## src/rtl/spi_cmd_sequencer_pkg.sv

```systemverilog
// Shared types and constants for the SPI command sequencer and its FIFO.
package spi_cmd_sequencer_pkg;

    localparam int unsigned BYTE_W = 8;

    // Command word as pushed by the CPU: {dc, end_txn, byte}
    typedef struct packed {
        logic              dc;
        logic              end_txn;
        logic [BYTE_W-1:0] data;
    } cmd_t;

    localparam int unsigned CMD_W   = $bits(cmd_t);
    localparam int unsigned DC_BIT  = 9;
    localparam int unsigned END_BIT = 8;

    typedef enum logic [1:0] {
        ST_IDLE = 2'd0,
        ST_ARM  = 2'd1,
        ST_WAIT = 2'd2
    } seq_state_e;

endpackage

```

## src/rtl/spi_cmd_sequencer_cmd_fifo.sv

```systemverilog
// Synchronous command FIFO; head entry is visible combinationally on rdata.
module cmd_fifo
    import spi_cmd_sequencer_pkg::*;
#(
    parameter int unsigned DEPTH_LOG2 = 2
) (
    input  logic                  clk,
    input  logic                  rstn,
    input  logic                  push,
    input  logic                  pop,
    input  logic [CMD_W-1:0]      wdata,
    output logic [CMD_W-1:0]      rdata,
    output logic                  full,
    output logic                  empty,
    output logic [DEPTH_LOG2:0]   count
);

    localparam int unsigned DEPTH = 1 << DEPTH_LOG2;

    logic [CMD_W-1:0]      mem [DEPTH];
    logic [DEPTH_LOG2-1:0] wr_ptr;
    logic [DEPTH_LOG2-1:0] rd_ptr;
    logic                  do_push;
    logic                  do_pop;

    assign full    = (count == (DEPTH_LOG2+1)'(DEPTH));
    assign empty   = (count == '0);
    assign do_push = push && !full;
    assign do_pop  = pop && !empty;
    assign rdata   = mem[rd_ptr];

    // Storage write; contents need no reset since count gates visibility
    always_ff @(posedge clk) begin
        if (do_push) begin
            mem[wr_ptr] <= wdata;
        end
    end

    // Pointers wrap naturally at the power-of-two depth
    always_ff @(posedge clk or negedge rstn) begin
        if (!rstn) begin
            wr_ptr <= '0;
            rd_ptr <= '0;
            count  <= '0;
        end else begin
            if (do_push) begin
                wr_ptr <= wr_ptr + DEPTH_LOG2'(1);
            end
            if (do_pop) begin
                rd_ptr <= rd_ptr + DEPTH_LOG2'(1);
            end
            case ({do_push, do_pop})
                2'b10:   count <= count + (DEPTH_LOG2+1)'(1);
                2'b01:   count <= count - (DEPTH_LOG2+1)'(1);
                default: count <= count;
            endcase
        end
    end

endmodule

```

## src/rtl/spi_cmd_sequencer.sv

```systemverilog
// Queues CPU commands and issues them back-to-back to spi_ctrl, capturing rx bytes.
module spi_cmd_sequencer
    import spi_cmd_sequencer_pkg::*;
#(
    parameter int unsigned DEPTH_LOG2 = 2
) (
    input  logic                  clk,
    input  logic                  rstn,
    input  logic                  cmd_valid,
    input  logic [CMD_W-1:0]      cmd_data,
    output logic                  cmd_full,
    output logic [DEPTH_LOG2:0]   cmd_count,
    input  logic                  rx_read,
    output logic [BYTE_W-1:0]     rx_data,
    output logic                  rx_valid,
    output logic                  err_drop,
    output logic                  err_overrun,
    input  logic                  clr_err,
    output logic                  idle,
    output logic                  spi_start,
    output logic [BYTE_W-1:0]     spi_data,
    output logic                  spi_dc,
    output logic                  spi_end_txn,
    input  logic                  spi_busy,
    input  logic [BYTE_W-1:0]     spi_rx_data
);

    seq_state_e        state_q;
    seq_state_e        state_d;
    logic              start_d;
    logic [BYTE_W-1:0] data_d;
    logic              dc_d;
    logic              end_d;
    logic              issue_c;
    logic              capture_c;
    logic              fifo_empty;
    logic [CMD_W-1:0]  fifo_rdata;
    logic              drop_evt;
    logic              overrun_evt;

    cmd_fifo #(
        .DEPTH_LOG2 (DEPTH_LOG2)
    ) u_fifo (
        .clk   (clk),
        .rstn  (rstn),
        .push  (cmd_valid && !cmd_full),
        .pop   (issue_c),
        .wdata (cmd_data),
        .rdata (fifo_rdata),
        .full  (cmd_full),
        .empty (fifo_empty),
        .count (cmd_count)
    );

    assign idle        = (state_q == ST_IDLE) && fifo_empty && !spi_busy;
    assign drop_evt    = cmd_valid && cmd_full;
    assign overrun_evt = capture_c && rx_valid && !rx_read;

    // Next-state and next-output decode; WAIT chains straight into the next
    // issue so back-to-back spacing is busy time + 2 cycles
    always_comb begin
        state_d   = state_q;
        start_d   = 1'b0;
        data_d    = spi_data;
        dc_d      = spi_dc;
        end_d     = spi_end_txn;
        issue_c   = 1'b0;
        capture_c = 1'b0;
        case (state_q)
            ST_IDLE: begin
                if (!fifo_empty && !spi_busy) begin
                    issue_c = 1'b1;
                end
            end
            ST_ARM: begin
                state_d = ST_WAIT;
            end
            ST_WAIT: begin
                if (!spi_busy) begin
                    capture_c = 1'b1;
                    if (!fifo_empty) begin
                        issue_c = 1'b1;
                    end else begin
                        state_d = ST_IDLE;
                    end
                end
            end
            default: begin
                state_d = ST_IDLE;
            end
        endcase
        if (issue_c) begin
            state_d = ST_ARM;
            start_d = 1'b1;
            data_d  = fifo_rdata[BYTE_W-1:0];
            dc_d    = fifo_rdata[DC_BIT];
            end_d   = fifo_rdata[END_BIT];
        end
    end

    // FSM state and registered spi_ctrl drive
    always_ff @(posedge clk or negedge rstn) begin
        if (!rstn) begin
            state_q     <= ST_IDLE;
            spi_start   <= 1'b0;
            spi_data    <= '0;
            spi_dc      <= 1'b0;
            spi_end_txn <= 1'b0;
        end else begin
            state_q     <= state_d;
            spi_start   <= start_d;
            spi_data    <= data_d;
            spi_dc      <= dc_d;
            spi_end_txn <= end_d;
        end
    end

    // Receive capture and sticky error flags; a new error beats clr_err
    always_ff @(posedge clk or negedge rstn) begin
        if (!rstn) begin
            rx_data     <= '0;
            rx_valid    <= 1'b0;
            err_drop    <= 1'b0;
            err_overrun <= 1'b0;
        end else begin
            if (capture_c) begin
                rx_data  <= spi_rx_data;
                rx_valid <= 1'b1;
            end else if (rx_read) begin
                rx_valid <= 1'b0;
            end
            if (drop_evt) begin
                err_drop <= 1'b1;
            end else if (clr_err) begin
                err_drop <= 1'b0;
            end
            if (overrun_evt) begin
                err_overrun <= 1'b1;
            end else if (clr_err) begin
                err_overrun <= 1'b0;
            end
        end
    end

endmodule

```

## config.mk

```make
export PLATFORM = sky130hd
export DESIGN_NAME = spi_cmd_sequencer
export DESIGN_NICKNAME = d
export VERILOG_FILES = /design/src/rtl/spi_cmd_sequencer_pkg.sv /design/src/rtl/spi_cmd_sequencer_cmd_fifo.sv /design/src/rtl/spi_cmd_sequencer.sv
export SDC_FILE = /design/constraint.sdc
export NUM_CORES = 1
export LEC_CHECK = 0
export ABC_AREA = 1
export CORE_ASPECT_RATIO = 0.6
export CORE_MARGIN = 4
export CORE_UTILIZATION = 56
export CTS_CLUSTER_SIZE = 14
export DETAILED_ROUTE_END_ITERATION = 6
export DONT_BUFFER_PORTS = 1
export PLACE_DENSITY = 0.75
export SYNTH_ARGS = -nofsm -noshare
export SYNTH_HDL_FRONTEND = slang
export SYNTH_SLANG_ARGS = --single-unit
export TNS_END_PERCENT = 20
```

## constraint.sdc

```tcl
create_clock -name clk -period 1.8 [get_ports clk]
set_input_delay 0.54 -clock clk [delete_from_list [all_inputs] [get_ports clk]]
set_output_delay 0.54 -clock clk [all_outputs]
set_load 0.05 [all_outputs]
```

After elaboration in Yosys (flattened, before gate mapping)
Memory sizes are Yosys's and may differ from the RTL's. A register that Yosys moved wholly into a read port is not among the register bits.
Index checks and enable logic that the tools add are counted.
W data, S select, Z words.

word-level totals
  register bits = 21
  output and inout port bits = 27
  bits in writable memories = 40
  input bits = 24
  memories kept = 1
  word-level logic and storage cells = 62

memories
  memory      depth  width  read ports  clocked after memory_dff  write ports  line                              RTL
  u_fifo.mem  4      10     1           1                         1            spi_cmd_sequencer_cmd_fifo.sv:20  logic [CMD_W-1:0] mem [DEPTH];

operators by class
  mux-type cells = 19
  equality and inequality tests = 8
  add/sub/neg operators = 4
  reductions and logical operators = 21

operator list
  operator               number
  $mux W1                13
  $logic_and A1 B1 Y1    9
  $reduce_bool A2 Y1     4
  $mux W2                3
  $ne A3 B2 Y1 const B   2
  $pmux W2 S3            1
  $pmux W3 S2            1
  $logic_not A1 Y1       5
  $add A2 B1 Y2 const B  2
  $eq A2 B1 Y1 const B   2
  $eq A2 B2 Y1 const B   2
  $add A3 B1 Y3 const B  1
  $eq A3 B3 Y1 const B   1
  $logic_not A3 Y1       1
  $reduce_and A3 Y1      1
  $sub A3 B1 Y3 const B  1
  $logic_not A2 Y1       1
  $ne A2 B1 Y1 const B   1
  $pmux W1 S2            1

Logic depth before layout (Yosys ltp)
  depth in word-level cells = 8
  gate-level depth with buffers = 12
  depth with buffers taken out = 11

Hierarchy
A second synthesis with hierarchy kept.

unflattened totals
  cells, all modules = 284
  area, all modules = 3059.2 µm²

by module, submodules not included
  module             seq. area each (µm²)  area each (µm²)  cells an instance  instances
  cmd_fifo           1376.3                2080.7           178                1
  spi_cmd_sequencer  600.6                 978.4            106                1

Worst setup path before layout
Ideal clock, no wire load.

  path kind = reg-to-output
  from = reg u_fifo.count[2]
  to = out idle
  path buffers = 0
  arrival = 2.301 ns
  cell stages (with the launch flop) = 4
  setup slack = -1.041 ns
  data required time = 1.260 ns
  path through = dfrtp_1 -> inv_1 -> nand3_2 -> nor4_1

on the way
  longest elaborated chain between the ends = 3

ends and longest elaborated chain
  what                               line                              RTL
  start, declared                    spi_cmd_sequencer_cmd_fifo.sv:15  output logic [DEPTH_LOG2:0] count
  start signal, assigned             spi_cmd_sequencer_cmd_fifo.sv:53  2'b10: count <= count + (DEPTH_LOG2+1)'(1);
  start signal, assigned             spi_cmd_sequencer_cmd_fifo.sv:54  2'b01: count <= count - (DEPTH_LOG2+1)'(1);
  start signal, assigned             spi_cmd_sequencer_cmd_fifo.sv:55  default: count <= count;
  $logic_not A3 Y1                   spi_cmd_sequencer_cmd_fifo.sv:27  assign empty = (count == '0);
  $logic_and A1 B1 Y1 (2 in series)  spi_cmd_sequencer.sv:55           assign idle = (state_q == ST_IDLE) && fifo_empty && !spi_busy;
  end, declared                      spi_cmd_sequencer.sv:19           output logic idle,

Every way passes these cells.

Worst setup path after layout
Ends and elaborated chain as after synthesis.

==> results.tsv <==
metric	value	unit
period_minus_slack	1.88	ns
max-cap-violations	0	
portBuffers	0	
required	1.26	ns
vias	1922	
numCtsBuffers	9	
clkSlewWorstSetupHoldPaths	0.07	ns
seq_area_frac_synth	65.1	%
setup_viol	2	
startpoint_type	flop	
path_max_fanout	3	
grt_antenna_before_repair	0	
ys_warn_count	0	
via_per_inst	4.89	
clkPwrFrac	18.0	%
place_inst	376	
grt_first_pass_wirelength	9280	um
reg2reg_to	u_fifo.count[2]$_DFFE_PN0P_	
overflow	0	
dr.first_iter.drc_count	65	
io-pin-count	51	
dp_hpwl	4070	um
grt_setup_unrepaired	yes	
hold_viol_final	0	
crit_path_start	u_fifo.count[2]$_DFFE_PN0P_	
power.internal	3.55	mW
ir_drop	1.03	mV
diodes	0	
clkLatencyLatePin	0.34	ns
drc	0	
fin_crit_sh	104	%
p_switching	2.91	mW
ctsHtreeMaxLevel	3	
fin_cells	393	
synth_top_area_share	39.6	%
wl_per_cell	14.4	um
synth_area	3040	sq um
post-route-util	66.7	%
dr.pass1.iters	4	
syn-num-nets	334	
fin_skew	0.00698	ns
area_delta_synth_final	13.1	%
place.gp.congestion	0.783	
cts_buffer_depth	2	
grt_pass1_vias	2047	
dieArea	6700	sq um
postCtsSetupRepairBufs	0	
status	finished, violations left	
sequentialPowerShare	51.5	%
switching_share	45.1	%
grt_max_degree	32	
clock-sinks	71	
place_area	3230	sq um
p_leak	1.68	nW
worst_slack	-0.0752	ns
violations	setup timing	
clock.fmax	0.533	GHz
clock-root-buffer	clkbuf_8	
cts_tree	done	
core-area	5150	sq um
die_h	65.0	um
synth_commonest_cells	114 x nand2_1, 57 x inv_1, 40 x edfxtp_1	
synth-seq-cells	71	
initial_utilization	58.9	%
synth_ff_type	edfxtp_1	
cp.arrival	1.34	ns
fin_tns_setup	-0.0818	ns
dieWidth	103	um
fillers	410	
seqCellArea	1980	sq um
synth.distinct_cells	23	
yosysMostFrequentCell	nand2_1	
relSlewSlack	65.8	%
yosys-top-cells-area	edfxtp_1 40%, dfrtp_1 26%, nand2_1 14%	
end_kind	primary output	
reg2reg_from	u_fifo.count[1]$_DFFE_PN0P_	
r2r_setup_slack	0.04	ns
multiInputGateArea	798	sq um
powerDensity	1880	nW/um^2
drive_above_1_share	14.4	%
num_rows	20	
wirelength	5660	um
slew_viol_final	0	
path_class	reg -> out	
finalInstanceArea	3440	sq um
comb_power_share	30.5	%
synth_edf_count	40	
tightestPinTransition	0.513	ns
grtUsageTotal	19.0	%
ant_nets	0	
async_reset_ff_share	43.7	%
hold_class	in -> async	
synthCells	304	
synth_area_per_cell	9.99	sq um
nets	352	
synth_area_leader_cell	edfxtp_1	
worst_r2r_path_depth	10	
cells in the final DEF, fill, tap and decap left out, types with 2 or more instances in the layout:
cell	count
buf_12	3
nand2_1	114
dfrtp_1	28
inv_4	2
nor2_1	4
ha_1	4
dfrtp_2	3
xnor2_1	2
edfxtp_1	40
o21ai_1	2
buf_4	12
xor2_1	3
inv_1	53
clkbuf_8	10
a21oi_1	2
clkbuf_1	2
inv_2	7
nand3_1	23
cell type report:
type | count | share of cell area (%)
inverter | 62 | 6.92
timing repair buffer | 15 | 4.37
sequential | 71 | 57.6
clock inverter | 3 | 0.473
multi-input combinational | 163 | 23.2
tap | 66 | 2.40
clock buffer | 13 | 4.95
metrics by stage:
step | power [mW] | hold WS [ns] | setup slack, ns
finish | 6.46 | 0.0227 | -0.0752
global placement | 5.24 | 0.245 | 0.110
global route | 6.90 | 0.000875 | -0.162
detailed placement | 5.32 | 0.245 | 0.0675
floorplan | 4.80 | 0.244 | -0.104
CTS | 6.51 | 0.0131 | -0.0933
layer usage:
| metal | part of all wire, % | up-vias | GRT usage (%) |
|---|---|---|---|
| met4 | 1.0 | 0 | 5.82 |
| met2 | 47 | 54 | 30.2 |
| met1 | 45 | 898 | 22.5 |
| li1 | - | 964 | - |
| met5 | 0 | - | 0 |
| met3 | 7.3 | 6 | 9.78 |
flip-flops by register name, summed over array words and instances (netlist names):
name,cells
err_drop,1
err_overrun,1
rx_data,8
rx_valid,1
spi_data,8
spi_dc,1
spi_end_txn,1
spi_start,1
state_q,2
u_fifo.count,3
u_fifo.mem,40
u_fifo.rd_ptr,2
u_fifo.wr_ptr,2
logic make-up after synthesis:
logic type               Yosys count  share of synthesized area (%)
AND/OR/NAND/NOR                  146                           19.9
flip-flops                        71                           65.1
buffers and inverters             70                           9.85
AO/OA/AOI/OAI                      6                           1.03
adder cells (fa/ha/maj)            6                           2.72
XOR/XNOR                           5                           1.44
worst max-delay path: stages, from the launching register on:
cell and delay, ns:
dfrtp_2 0.43, inv_2 0.09, nand3_4 0.11, nor4_4 0.19, buf_12 0.18
worst max-delay path by stage:
stage	cells past startpoint	to	slack, ns
after floorplan	11	u_fifo.count[2]$_DFFE_PN0P_	-0.10
after global placement	10	u_fifo.count[2]$_DFFE_PN0P_	0.11
after detailed placement	10	u_fifo.count[2]$_DFFE_PN0P_	0.07
after CTS	4	idle	-0.09
after global routing	4	idle	-0.16
final	4	idle	-0.08
repair_timing:
action	CTS	global route
hold buffers	1	0
setup endpoints to repair	2	3
endpoints found under the hold margin	31	0
gates resized for setup	2	0
power groups by stage:
| stage | Sequential, mW | Clock (mW) | Combinational (mW) |
|---|---|---|---|
| after floorplan | 3.40 | 0 | 1.40 |
| after global placement | 3.34 | 0 | 1.90 |
| after detailed placement | 3.36 | 0 | 1.96 |
| after CTS | 3.34 | 1.19 | 1.99 |
| after global routing | 3.39 | 1.27 | 2.24 |
| final | 3.33 | 1.16 | 1.97 |
No activity file was read; power rests on OpenSTA's default activity.
